## src/rtl/rtc_pkg.sv

```systemverilog
// Shared field widths, range limits, alarm record and month-length helper for the RTC core.
// February gains a leap day only when RTC_LEAP_YEAR_EN is defined.
package rtc_pkg;

  localparam int SEC_W  = 6;
  localparam int MIN_W  = 6;
  localparam int HOUR_W = 5;
  localparam int DAY_W  = 5;
  localparam int MON_W  = 4;
  localparam int YEAR_W = 7;

  localparam logic [SEC_W-1:0]  SEC_MAX  = 6'd59;
  localparam logic [MIN_W-1:0]  MIN_MAX  = 6'd59;
  localparam logic [HOUR_W-1:0] HOUR_MAX = 5'd23;
  localparam logic [MON_W-1:0]  MON_MAX  = 4'd12;
  localparam logic [YEAR_W-1:0] YEAR_MAX = 7'd99;

`ifdef RTC_LEAP_YEAR_EN
  localparam bit LEAP_EN = 1'b1;
`else
  localparam bit LEAP_EN = 1'b0;
`endif

  typedef struct packed {
    logic              en;
    logic [HOUR_W-1:0] hour;
    logic [MIN_W-1:0]  min;
  } alarm_t;

  typedef enum logic [1:0] {
    LD_RESET = 2'd0,
    LD_READY = 2'd1,
    LD_HOLD  = 2'd2
  } load_state_t;

  // Years 2000..2099: divisible by four is exactly the leap rule, so two bits suffice.
  function automatic logic [DAY_W-1:0] month_len(input logic [MON_W-1:0] month,
                                                   input logic [1:0]       year_lo);
    logic [DAY_W-1:0] len;
    case (month)
      4'd4, 4'd6, 4'd9, 4'd11: len = 5'd30;
      4'd2:                    len = (LEAP_EN && (year_lo == 2'b00)) ? 5'd29 : 5'd28;
      default:                 len = 5'd31;
    endcase
    return len;
  endfunction

endpackage

```

## src/rtl/rtc_calendar_core_if.sv

```systemverilog
// Load handshake and alarm-programming bus of the RTC core.
// valid/ready: a load transfers on any rising clk edge where set_valid && set_ready; the master holds its fields stable while set_valid is high.
interface rtc_calendar_core_if #(
  parameter int NUM_ALARMS = 2
);
  import rtc_pkg::*;

  localparam int AW = (NUM_ALARMS > 1) ? $clog2(NUM_ALARMS) : 1;

  logic                  set_valid;
  logic                  set_ready;
  logic [SEC_W-1:0]      set_sec;
  logic [MIN_W-1:0]      set_min;
  logic [HOUR_W-1:0]     set_hour;
  logic [DAY_W-1:0]      set_day;
  logic [MON_W-1:0]      set_month;
  logic [YEAR_W-1:0]     set_year;
  logic                  set_err;

  logic                  alarm_wr;
  logic [AW-1:0]         alarm_idx;
  logic [HOUR_W-1:0]     alarm_hour;
  logic [MIN_W-1:0]      alarm_min;
  logic                  alarm_en;
  logic [NUM_ALARMS-1:0] alarm_ack;
  logic [NUM_ALARMS-1:0] alarm_fire;

  modport master (
    output set_valid, set_sec, set_min, set_hour, set_day, set_month, set_year,
    output alarm_wr, alarm_idx, alarm_hour, alarm_min, alarm_en, alarm_ack,
    input  set_ready, set_err, alarm_fire
  );

  modport slave (
    input  set_valid, set_sec, set_min, set_hour, set_day, set_month, set_year,
    input  alarm_wr, alarm_idx, alarm_hour, alarm_min, alarm_en, alarm_ack,
    output set_ready, set_err, alarm_fire
  );

endinterface

```

## src/rtl/rtc_prescaler.sv

```systemverilog
// Divides the system clock down to one wrap pulse per second; a clear restarts the count at zero.
module rtc_prescaler #(
  parameter int CLK_HZ = 100000000
) (
  input  logic clk,
  input  logic rst,
  input  logic i_enable,
  input  logic i_clear,
  output logic o_wrap
);

  localparam int CW = $clog2(CLK_HZ);
  localparam logic [CW-1:0] TERM = CW'(CLK_HZ - 1);

  logic [CW-1:0] r_cnt;
  logic          w_at_term;

  assign w_at_term = (r_cnt == TERM);
  assign o_wrap    = i_enable && w_at_term;

  always_ff @(posedge clk or posedge rst) begin
    if (rst) begin
      r_cnt <= '0;
    end else if (i_clear) begin
      r_cnt <= '0;
    end else if (i_enable) begin
      r_cnt <= w_at_term ? '0 : r_cnt + 1'b1;
    end
  end

endmodule

```

## src/rtl/rtc_calendar_core.sv

```systemverilog
// Real-time clock/calendar with atomic load, manual day/month stepping and hh:mm alarm channels.
// Build option: RTC_LEAP_YEAR_EN enables the February leap day.
module rtc_calendar_core
  import rtc_pkg::*;
#(
  parameter int CLK_HZ     = 100000000,
  parameter int NUM_ALARMS = 2
) (
  input  logic                clk,
  input  logic                reset,
  input  logic                enable,
  rtc_calendar_core_if.slave  bus,
  input  logic                inc_day,
  input  logic                inc_month,
  output logic                tick_1hz,
  output logic [SEC_W-1:0]    seconds,
  output logic [MIN_W-1:0]    minutes,
  output logic [HOUR_W-1:0]   hours,
  output logic [DAY_W-1:0]    day,
  output logic [MON_W-1:0]    month,
  output logic [YEAR_W-1:0]   year,
  output load_state_t         o_dbg_state
);

  logic [SEC_W-1:0]      r_sec;
  logic [MIN_W-1:0]      r_min;
  logic [HOUR_W-1:0]     r_hour;
  logic [DAY_W-1:0]      r_day;
  logic [MON_W-1:0]      r_month;
  logic [YEAR_W-1:0]     r_year;
  logic                  r_tick;
  logic                  r_set_err;
  logic                  r_pend_day;
  logic                  r_pend_mon;
  logic [NUM_ALARMS-1:0] r_fire;
  alarm_t                r_alarm [NUM_ALARMS];
  load_state_t           r_ld_state;
  load_state_t           w_ld_next;

  logic                  w_set_ready;
  logic                  w_wrap;
  logic                  w_load_hs;
  logic                  w_set_ok;
  logic                  w_load_ok;
  logic                  w_tick_adv;
  logic                  w_busy;
  logic                  w_do_inc_day;
  logic                  w_do_inc_mon;
  logic [SEC_W-1:0]      w_nsec;
  logic [MIN_W-1:0]      w_nmin;
  logic [HOUR_W-1:0]     w_nhour;
  logic [DAY_W-1:0]      w_nday;
  logic [MON_W-1:0]      w_nmon;
  logic [YEAR_W-1:0]     w_nyear;
  logic [MON_W-1:0]      w_imon;
  logic [DAY_W-1:0]      w_ilen;
  logic [DAY_W-1:0]      w_iday;
  logic [NUM_ALARMS-1:0] w_fire_set;

  rtc_prescaler #(.CLK_HZ(CLK_HZ)) u_prescaler (
    .clk      (clk),
    .rst      (reset),
    .i_enable (enable),
    .i_clear  (w_load_ok),
    .o_wrap   (w_wrap)
  );

  // Load FSM: ready in LD_READY only, so every accepted or rejected load costs one dead cycle.
  always_ff @(posedge clk or posedge reset) begin
    if (reset) r_ld_state <= LD_RESET;
    else       r_ld_state <= w_ld_next;
  end

  always_comb begin
    w_ld_next   = r_ld_state;
    w_set_ready = 1'b0;
    case (r_ld_state)
      LD_RESET: w_ld_next = LD_READY;
      LD_READY: begin
        w_set_ready = 1'b1;
        if (bus.set_valid) w_ld_next = LD_HOLD;
      end
      LD_HOLD:  w_ld_next = LD_READY;
      default:  w_ld_next = LD_READY;
    endcase
  end

  assign w_load_hs = bus.set_valid && w_set_ready;
  assign w_set_ok  = (bus.set_sec <= SEC_MAX) && (bus.set_min <= MIN_MAX) &&
                     (bus.set_hour <= HOUR_MAX) && (bus.set_year <= YEAR_MAX) &&
                     (bus.set_month != '0) && (bus.set_month <= MON_MAX) &&
                     (bus.set_day != '0) &&
                     (bus.set_day <= month_len(bus.set_month, bus.set_year[1:0]));
  assign w_load_ok  = w_load_hs && w_set_ok;
  assign w_tick_adv = w_wrap && !w_load_ok;
  assign w_busy     = w_load_hs || w_wrap;

  assign w_do_inc_day = !w_busy && (inc_day || r_pend_day);
  assign w_do_inc_mon = !w_busy && (inc_month || r_pend_mon);

  always_comb begin
    w_nsec  = r_sec;
    w_nmin  = r_min;
    w_nhour = r_hour;
    w_nday  = r_day;
    w_nmon  = r_month;
    w_nyear = r_year;
    if (r_sec < SEC_MAX) begin
      w_nsec = r_sec + 1'b1;
    end else begin
      w_nsec = '0;
      if (r_min < MIN_MAX) begin
        w_nmin = r_min + 1'b1;
      end else begin
        w_nmin = '0;
        if (r_hour < HOUR_MAX) begin
          w_nhour = r_hour + 1'b1;
        end else begin
          w_nhour = '0;
          if (r_day < month_len(r_month, r_year[1:0])) begin
            w_nday = r_day + 1'b1;
          end else begin
            w_nday = 5'd1;
            if (r_month < MON_MAX) begin
              w_nmon = r_month + 1'b1;
            end else begin
              w_nmon  = 4'd1;
              w_nyear = (r_year < YEAR_MAX) ? r_year + 1'b1 : '0;
            end
          end
        end
      end
    end
  end

  // Month steps first so a day step wraps against the new month's length.
  always_comb begin
    w_imon = r_month;
    if (w_do_inc_mon) w_imon = (r_month >= MON_MAX) ? 4'd1 : r_month + 1'b1;
    w_ilen = month_len(w_imon, r_year[1:0]);
    w_iday = (r_day > w_ilen) ? w_ilen : r_day;
    if (w_do_inc_day) w_iday = (w_iday >= w_ilen) ? 5'd1 : w_iday + 1'b1;
  end

  always_comb begin
    w_fire_set = '0;
    for (int n = 0; n < NUM_ALARMS; n++) begin
      w_fire_set[n] = w_tick_adv && r_alarm[n].en && (w_nsec == '0) &&
                      (w_nmin == r_alarm[n].min) && (w_nhour == r_alarm[n].hour);
    end
  end

  always_ff @(posedge clk or posedge reset) begin
    if (reset) begin
      r_sec      <= '0;
      r_min      <= '0;
      r_hour     <= '0;
      r_day      <= 5'd1;
      r_month    <= 4'd1;
      r_year     <= '0;
      r_tick     <= 1'b0;
      r_set_err  <= 1'b0;
      r_pend_day <= 1'b0;
      r_pend_mon <= 1'b0;
      r_fire     <= '0;
    end else begin
      r_tick    <= w_tick_adv;
      r_set_err <= w_load_hs && !w_set_ok;
      r_fire    <= (r_fire & ~bus.alarm_ack) | w_fire_set;
      if (w_load_ok) begin
        r_sec   <= bus.set_sec;
        r_min   <= bus.set_min;
        r_hour  <= bus.set_hour;
        r_day   <= bus.set_day;
        r_month <= bus.set_month;
        r_year  <= bus.set_year;
      end else if (w_tick_adv) begin
        r_sec   <= w_nsec;
        r_min   <= w_nmin;
        r_hour  <= w_nhour;
        r_day   <= w_nday;
        r_month <= w_nmon;
        r_year  <= w_nyear;
      end else begin
        r_day   <= w_iday;
        r_month <= w_imon;
      end
      if (w_busy) begin
        r_pend_day <= r_pend_day | inc_day;
        r_pend_mon <= r_pend_mon | inc_month;
      end else begin
        r_pend_day <= 1'b0;
        r_pend_mon <= 1'b0;
      end
    end
  end

  always_ff @(posedge clk or posedge reset) begin
    if (reset) begin
      for (int n = 0; n < NUM_ALARMS; n++) r_alarm[n] <= '0;
    end else if (bus.alarm_wr && (int'(bus.alarm_idx) < NUM_ALARMS)) begin
      r_alarm[bus.alarm_idx] <= '{en: bus.alarm_en, hour: bus.alarm_hour, min: bus.alarm_min};
    end
  end

  assign bus.set_ready  = w_set_ready;
  assign bus.set_err    = r_set_err;
  assign bus.alarm_fire = r_fire;
  assign tick_1hz       = r_tick;
  assign seconds        = r_sec;
  assign minutes        = r_min;
  assign hours          = r_hour;
  assign day            = r_day;
  assign month          = r_month;
  assign year           = r_year;
  assign o_dbg_state    = r_ld_state;

endmodule

```

## src/flat_wrapper.sv

```systemverilog
// flat-port wrapper written by rule: the top's interface ports become plain ports
module rtc_calendar_core_flat import rtc_pkg::*;
#(
  parameter int CLK_HZ     = 100000000,
  parameter int NUM_ALARMS = 2
)
  (clk, reset, enable, inc_day, inc_month, tick_1hz, seconds, minutes, hours, day, month, year, o_dbg_state, bus_set_valid, bus_set_sec, bus_set_min, bus_set_hour, bus_set_day, bus_set_month, bus_set_year, bus_alarm_wr, bus_alarm_idx, bus_alarm_hour, bus_alarm_min, bus_alarm_en, bus_alarm_ack, bus_set_ready, bus_set_err, bus_alarm_fire);
  rtc_calendar_core_if #(.NUM_ALARMS(NUM_ALARMS)) bus_i ();
  input  logic clk;
  input  logic reset;
  input  logic enable;
  input  logic inc_day;
  input  logic inc_month;
  output logic tick_1hz;
  output logic [SEC_W-1:0] seconds;
  output logic [MIN_W-1:0] minutes;
  output logic [HOUR_W-1:0] hours;
  output logic [DAY_W-1:0] day;
  output logic [MON_W-1:0] month;
  output logic [YEAR_W-1:0] year;
  output load_state_t o_dbg_state;
  input wire logic [$bits(bus_i.set_valid)-1:0] bus_set_valid;
  input wire logic [$bits(bus_i.set_sec)-1:0] bus_set_sec;
  input wire logic [$bits(bus_i.set_min)-1:0] bus_set_min;
  input wire logic [$bits(bus_i.set_hour)-1:0] bus_set_hour;
  input wire logic [$bits(bus_i.set_day)-1:0] bus_set_day;
  input wire logic [$bits(bus_i.set_month)-1:0] bus_set_month;
  input wire logic [$bits(bus_i.set_year)-1:0] bus_set_year;
  input wire logic [$bits(bus_i.alarm_wr)-1:0] bus_alarm_wr;
  input wire logic [$bits(bus_i.alarm_idx)-1:0] bus_alarm_idx;
  input wire logic [$bits(bus_i.alarm_hour)-1:0] bus_alarm_hour;
  input wire logic [$bits(bus_i.alarm_min)-1:0] bus_alarm_min;
  input wire logic [$bits(bus_i.alarm_en)-1:0] bus_alarm_en;
  input wire logic [$bits(bus_i.alarm_ack)-1:0] bus_alarm_ack;
  output wire logic [$bits(bus_i.set_ready)-1:0] bus_set_ready;
  output wire logic [$bits(bus_i.set_err)-1:0] bus_set_err;
  output wire logic [$bits(bus_i.alarm_fire)-1:0] bus_alarm_fire;
  assign bus_i.set_valid = bus_set_valid;
  assign bus_i.set_sec = bus_set_sec;
  assign bus_i.set_min = bus_set_min;
  assign bus_i.set_hour = bus_set_hour;
  assign bus_i.set_day = bus_set_day;
  assign bus_i.set_month = bus_set_month;
  assign bus_i.set_year = bus_set_year;
  assign bus_i.alarm_wr = bus_alarm_wr;
  assign bus_i.alarm_idx = bus_alarm_idx;
  assign bus_i.alarm_hour = bus_alarm_hour;
  assign bus_i.alarm_min = bus_alarm_min;
  assign bus_i.alarm_en = bus_alarm_en;
  assign bus_i.alarm_ack = bus_alarm_ack;
  assign bus_set_ready = bus_i.set_ready;
  assign bus_set_err = bus_i.set_err;
  assign bus_alarm_fire = bus_i.alarm_fire;
  rtc_calendar_core #(.CLK_HZ(CLK_HZ), .NUM_ALARMS(NUM_ALARMS)) u_core (.clk(clk), .reset(reset), .enable(enable), .bus(bus_i), .inc_day(inc_day), .inc_month(inc_month), .tick_1hz(tick_1hz), .seconds(seconds), .minutes(minutes), .hours(hours), .day(day), .month(month), .year(year), .o_dbg_state(o_dbg_state));
endmodule
```

## config.mk

```make
export PLATFORM = sky130hd
export DESIGN_NAME = rtc_calendar_core_flat
export DESIGN_NICKNAME = d
export VERILOG_FILES = /design/src/rtl/rtc_pkg.sv /design/src/rtl/rtc_calendar_core_if.sv /design/src/rtl/rtc_prescaler.sv /design/src/rtl/rtc_calendar_core.sv /design/src/flat_wrapper.sv
export SDC_FILE = /design/constraint.sdc
export NUM_CORES = 1
export LEC_CHECK = 0
export ABC_AREA = 0
export CORE_MARGIN = 5
export CORE_UTILIZATION = 53
export DETAILED_ROUTE_END_ITERATION = 8
export GPL_TIMING_DRIVEN = 0
export PLACE_DENSITY = 0.79
export SYNTH_ARGS = -nofsm -noshare
export SYNTH_HDL_FRONTEND = slang
export SYNTH_HIERARCHICAL = 1
export SYNTH_SLANG_ARGS = --single-unit
```

## constraint.sdc

```tcl
create_clock -name clk -period 14.1 [get_ports clk]
set_input_delay 2.115 -clock clk [delete_from_list [all_inputs] [get_ports clk]]
set_output_delay 2.115 -clock clk [all_outputs]
set_load 0.1 [all_outputs]
```

# == Yosys cells after proc, flatten, opt, wreduce, memory -nomap -nowiden ==
# Cells that the tools add are included.
# op_classes
add_sub_neg,8
magnitude_cmp,17
n_eq_ne,31
n_mux,55
bitwise,6
n_reduce_logical,40
# op_table
cell,n
$mux 5,17
$mux 27,3
$mux 7,8
$mux 6,7
$mux 4,9
$add 27x1->27 const B,1
$eq 27x27->1 const B,1
$bwmux 24,1
$eq 4x3->1 const B,6
$eq 4x4->1 const B,6
$logic_and 1x1->1,23
$add 5x1->5 const B,3
$add 6x1->6 const B,2
$demux 12 s1,1
$eq 4x2->1 const B,3
$eq 6x6->1,2
$le 6x6->1 const B,2
$lt 6x6->1 const B,2
$mux 12,1
$ne 3x2->1 const B,4
$pmux 2 s2,3
$reduce_or 4->1,3
$eq 5x5->1,2
$ne 2x1->1 const B,5
other kinds (33),42
# word_totals
regBits,92
inputBits,55
output_inout_bits,40
wordCells,176

# == Depth between registers and ports, before layout ==
# logic_depth
depth_word,17
ltp_mapped,23
ltp_nobuf,22

# == By module ==
# Netlist, hierarchy kept.
# modules_own_cells
mod,n_inst,cells_per_inst,area_per_inst_um2,seq_area_each_um2
rtc_calendar_core,1,512,4545.6,1629.1
rtc_prescaler,1,176,1644.1,675.6

# == Least setup slack after synthesis ==
# OpenSTA, ideal clock, no wires.
# synth_timing
kind,input-to-reg
startpoint,input port enable
endpoint,"register u_core.r_day[4], in the netlist u_core/day[4]"
setup_ps,94
arrival_time_ps,5741
required_time_ps,14006
slack_ps,8265
stages,21
path_buffers,1
path_cell_list,clkinv_1 -> nor3_1 -> buf_6 -> o21bai_1 -> nor2_1 -> a311oi_1 -> nand2_1 -> ha_1 -> nand2b_1 -> a221oi_1 -> nor2_1 -> a31oi_2 -> inv_1 -> ha_1 -> nand2b_1 -> a21oi_1 -> nor2_1 -> o21ai_0 -> a221oi_1 -> and3b_1 -> a211oi_1
# synth_between
elab_chain_len,15
word_cells_on_any_way,26
cone_classes,1 x add/sub; 2 x order compare; 8 x eq/ne; 7 x mux; 8 x reduce/logical
# synth_rtl
item,line_no,source
start: declaration,flat_wrapper.sv:11,input logic enable;
$logic_and 1x1->1 (*),rtc_prescaler.sv:19,assign o_wrap = i_enable && w_at_term;
net u_core.w_wrap,rtc_calendar_core.sv:41,logic w_wrap;
$logic_or 1x1->1,rtc_calendar_core.sv:96,assign w_busy = w_load_hs || w_wrap;
$logic_not 1->1,"rtc_calendar_core.sv:98, rtc_calendar_core.sv:99",
$logic_and 1x1->1,rtc_calendar_core.sv:99,assign w_do_inc_mon = !w_busy && (inc_month || r_pend_mon);
$mux 4,rtc_calendar_core.sv:139,if (w_do_inc_mon) w_imon = (r_month >= MON_MAX) ? 4'd1 : r_month + 1'b1;
$eq 4x3->1 or $eq 4x4->1 (tied branches),rtc_pkg.sv:40,case (month)
$reduce_or 4->1,rtc_pkg.sv:40,
$pmux 2 s2,rtc_pkg.sv:40,
$gt 5x5->1,rtc_calendar_core.sv:141,w_iday = (r_day > w_ilen) ? w_ilen : r_day;
$mux 5,rtc_calendar_core.sv:141,
$add 5x1->5 or $ge 5x5->1 (tied branches),rtc_calendar_core.sv:142,if (w_do_inc_day) w_iday = (w_iday >= w_ilen) ? 5'd1 : w_iday + 1'b1;
$mux 5 (2 in a row),rtc_calendar_core.sv:142,
$mux 5,rtc_calendar_core.sv:177,end else if (w_tick_adv) begin
$mux 5,rtc_calendar_core.sv:170,if (w_load_ok) begin
end signal: assignment,rtc_calendar_core.sv:174,r_day <= bus.set_day;
end signal: assignment,rtc_calendar_core.sv:181,r_day <= w_nday;
end signal: assignment,rtc_calendar_core.sv:185,r_day <= w_iday;
end: declaration,rtc_calendar_core.sv:28,logic [DAY_W-1:0] r_day;
# Mark *: on every way through the listed nets, which the timed path passes. The rest lies on a longest branch.
# A chain may end at the register's enable or synchronous reset.

# == Worst setup path after layout ==
# Same ends and word-level chain as after synthesis.

==> impl_metrics.toml <==
[status]
outcome = "finished, final reports clean"

[die]
io_pins = 95
start_util_pct = 54.2
die_area_sq_um = 13900
core_sq_um = 11400
die_height_microns = 118
dieWidth_microns = 118
num_rows = 39

[cells_and_area]
syn_to_final_growth_pct = 22.6
n_antenna_cell = 0
stdcell_area_sq_um = 7590
nets = 866
drive_above_1_share_pct = 11.5
layout_commonest_cell = "clkdlybuf4s50_1"
fin_cells = 941
fillerInstances = 993
layout_common_cells = "clkdlybuf4s50_1, dfrtp_1, nor2_1"

[hold_path]
hold_path_depth = 1
hp-start = "u_core/bus.alarm_fire[0]$_DFF_PP0_"
min_path_type = "reg -> reg"

[clock_network]
ctsHoldBuffers = 0
post-cts-setup-buffers = 0
ctsResizeCount = 0
cts_root_buf = "clkbuf_16"
cts.sinks = 92
clkTransAtPathRegs_ns = 0.07
clk_path_buf_depth = 2
htree_levels = 3
cts_tree = "done"
clk_latency_ns = 0.35
numCtsBuffers = 9

[route]
routed_wl_mm = 17.7
final_antenna_net_count = 0
vias_per_cell = 6.28
drt_iter0_drc = 565
vias = 5906
post-route-drc-count = 0
detail_route.first_pass.iterations = 6
wl_per_cell_microns = 18.8

[critical_path]
path_common_cell = "nor2_1"
cp-end-kind = "flop"
cp_max_fo = 10
crit_buf_inv = 4
cp_data_required_time_ns = 14.35
slowest_stage = "clkdlybuf4s50_1"
worstSetupPathType = "in -> reg"
cp-startpoint = "enable"
worst-path-stages = 22
cp_top_family = "compound AO/OA/AOI/OAI gates"
path_cells = "clkdlybuf4s50_1, clkinv_1, nor3_1, buf_6, o21bai_1, nor2_1, a311oi_1, nand2_1, ha_1, nand2b_1, a221oi_1, nor2_1, a31oi_2, inv_1, ha_1, nand2b_1, a21oi_1, nor2_1, o21ai_0, a221oi_1, and3b_1, a211oi_1"
start_kind = "primary input"
worstReg2RegStart = "u_core/u_prescaler/r_cnt[0]$_DFFE_PP0P_"
worstRegToRegCells = 23
crit_arrival_ns = 7.30
cp_slowest_stage_delay_ns = 0.59

[pwr]
p_leak_nw = 2.98
cellPowerDensity_nw_per_um2 = 183
ir_drop_mv = 0.139

[logic_synthesis]
synth_seq_area_share_pct = 37.2
synth-seq-cells = 92
synth-edff-count = 0
syn_area_per_cell_sq_um = 9.00
yosysUniqueCellTypes = 87
syn_inst = 688
syn_area_sq_um = 6190
synthesis.nets = 761
synthArstFlopShare_pct = 100
yosysWarningCount = 6
synthFlopType = "dfrtp_1"

[place]
dpl.cell_count = 925
place_hpwl_mm = 13.2
finalWeightedCongestion = 0.915
io_buffers = 94
place_area_sq_um = 7310

[timing]
fin_hold_ws_ns = 0.497
hold_viol = 0
post-route-period-util_pct = 50.0
max_freq_ghz = 0.142
rsz0062_at_grt = "false"
setup_viol = 0
relSlewSlack_pct = 30.9
finClkSkew_ns = 0.00879
period_needed_ns = 7.05
worst_pin_slew_ns = 1.04
tns_ns = 0
drv_slew = 0

[grt]
grt_max_degree = 66
grt_pass1_wl_mm = 29.3
grt_pass1_vias = 5781
grt_overflow = 0
grt_antenna_before_repair = 0
grtUsageTotal_pct = 25.6

[flow_run]
max-cap-violations = 0
-- worst reg2reg max path, cell delays in order (launching register included) --
cell and delay [ns]:
dfrtp_1 0.44, ha_1 0.28, and4_2 0.26, nand4_1 0.23, nor3_1 0.45, buf_6 0.23
o21bai_1 0.16, nor2_1 0.14, a311oi_1 0.49, nand2_1 0.17, ha_1 0.21, nand2b_1 0.13
a221oi_1 0.45, nor2_1 0.10, a31oi_2 0.26, inv_1 0.11, ha_1 0.27, nand2b_1 0.14
a21oi_1 0.22, nor2_1 0.08, o21ai_0 0.16, a221oi_1 0.11, and3b_1 0.21, a211oi_1 0.21
-- flip-flops by register name, indices dropped and copies added, names as in the netlist, 2 cells and up --
register / count
u_core/bus.alarm_fire: 2
u_core/day: 5
u_core/hours: 5
u_core/minutes: 6
u_core/month: 4
u_core/o_dbg_state: 2
u_core/r_alarm: 24
u_core/seconds: 6
u_core/u_prescaler/r_cnt: 27
u_core/year: 7
-- cell families after synthesis --
kind of cell	Yosys count	share of synthesized area, %
and+or+nand+nor	265	22.9
AOI/OAI and AO/OA	184	20.5
DFF	92	37.2
buffers and inverters	63	5.22
xor gates and xnor gates	35	4.95
muxes	31	5.52
adders and majority gates	18	3.64
-- per-layer routing --
layer / vias to the layer above / routed length, microns / track usage, %
met1: 2845 / 7900 / 35.0
li1: 2799 / - / -
met4: 0 / 482 / 10.7
met2: 226 / 8230 / 39.8
met3: 36 / 1110 / 4.76
met5: - / 0 / 0
-- Yosys cell counts (4+ instances only) --
cell	instances	area, sq um
a211oi_1	6	45.0
a21oi_1	35	175
a221oi_1	4	35.0
a31oi_1	15	93.8
and3_1	9	56.3
and4_2	4	40.0
buf_2	5	25.0
buf_6	5	56.3
clkbuf_1	14	52.6
dfrtp_1	90	2250
ha_1	18	225
inv_1	27	101
mux2_2	25	282
mux2i_1	6	60.1
nand2_1	61	229
nand2b_1	9	56.3
nand3_1	19	95.1
nand4_1	18	113
nor2_1	63	236
nor2b_1	9	56.3
nor3_1	16	80.1
nor4_1	9	56.3
o2111ai_1	5	43.8
o211ai_1	14	105
o21a_1	5	37.5
o21ai_0	45	225
o311ai_0	5	43.8
o31ai_1	9	67.6
or3_1	4	25.0
or4_1	12	90.1
xnor2_1	27	236
xor2_1	8	70.1
-- per-stage QoR --
stage / total power [mW] / setup WS [ns] / utilization, %
global placement: 1.14 / 6.69 / 64.0
CTS: 1.39 / 7.07 / 66.5
global route: 1.47 / 6.43 / 66.5
floorplan: 0.966 / 8.26 / -
finish: 1.39 / 7.05 / 66.5
detailed placement: 1.16 / 6.72 / 64.0
-- power by group --
group / internal, mW / leakage [nW] / switching, mW
sequential: 0.320 / 1.13 / 0.0828
combinational: 0.244 / 1.72 / 0.516
clock: 0.120 / 0.132 / 0.109
-- layout make-up --
cell class | count | area, sq um | area share (%)
Multi-Input combinational cell | 533 | 3560 | 46.9
Sequential cell | 92 | 2300 | 30.4
Timing Repair Buffer | 94 | 941 | 12.4
Clock buffer | 9 | 225 | 2.97
Buffer | 33 | 208 | 2.74
Tap cell | 143 | 179 | 2.36
Inverter | 30 | 118 | 1.55
Clock inverter | 7 | 51.3 | 0.676
-- final timing paths --
kind	slack (ns)	to
worst min register to register	0.50	u_core/bus.alarm_fire[0]$_DFF_PP0_
worst min-delay path	0.50	u_core/bus.alarm_fire[0]$_DFF_PP0_
worst max-delay path	7.05	u_core/day[4]$_DFFE_PP0P_
worst max register to register	8.51	u_core/day[4]$_DFFE_PP0P_
min in group asynchronous	2.29	u_core/year[0]$_DFFE_PP0P_
max in group asynchronous	11.05	u_core/u_prescaler/r_cnt[7]$_DFFE_PP0P_
Note: power is estimated with default switching activity, not from simulation.
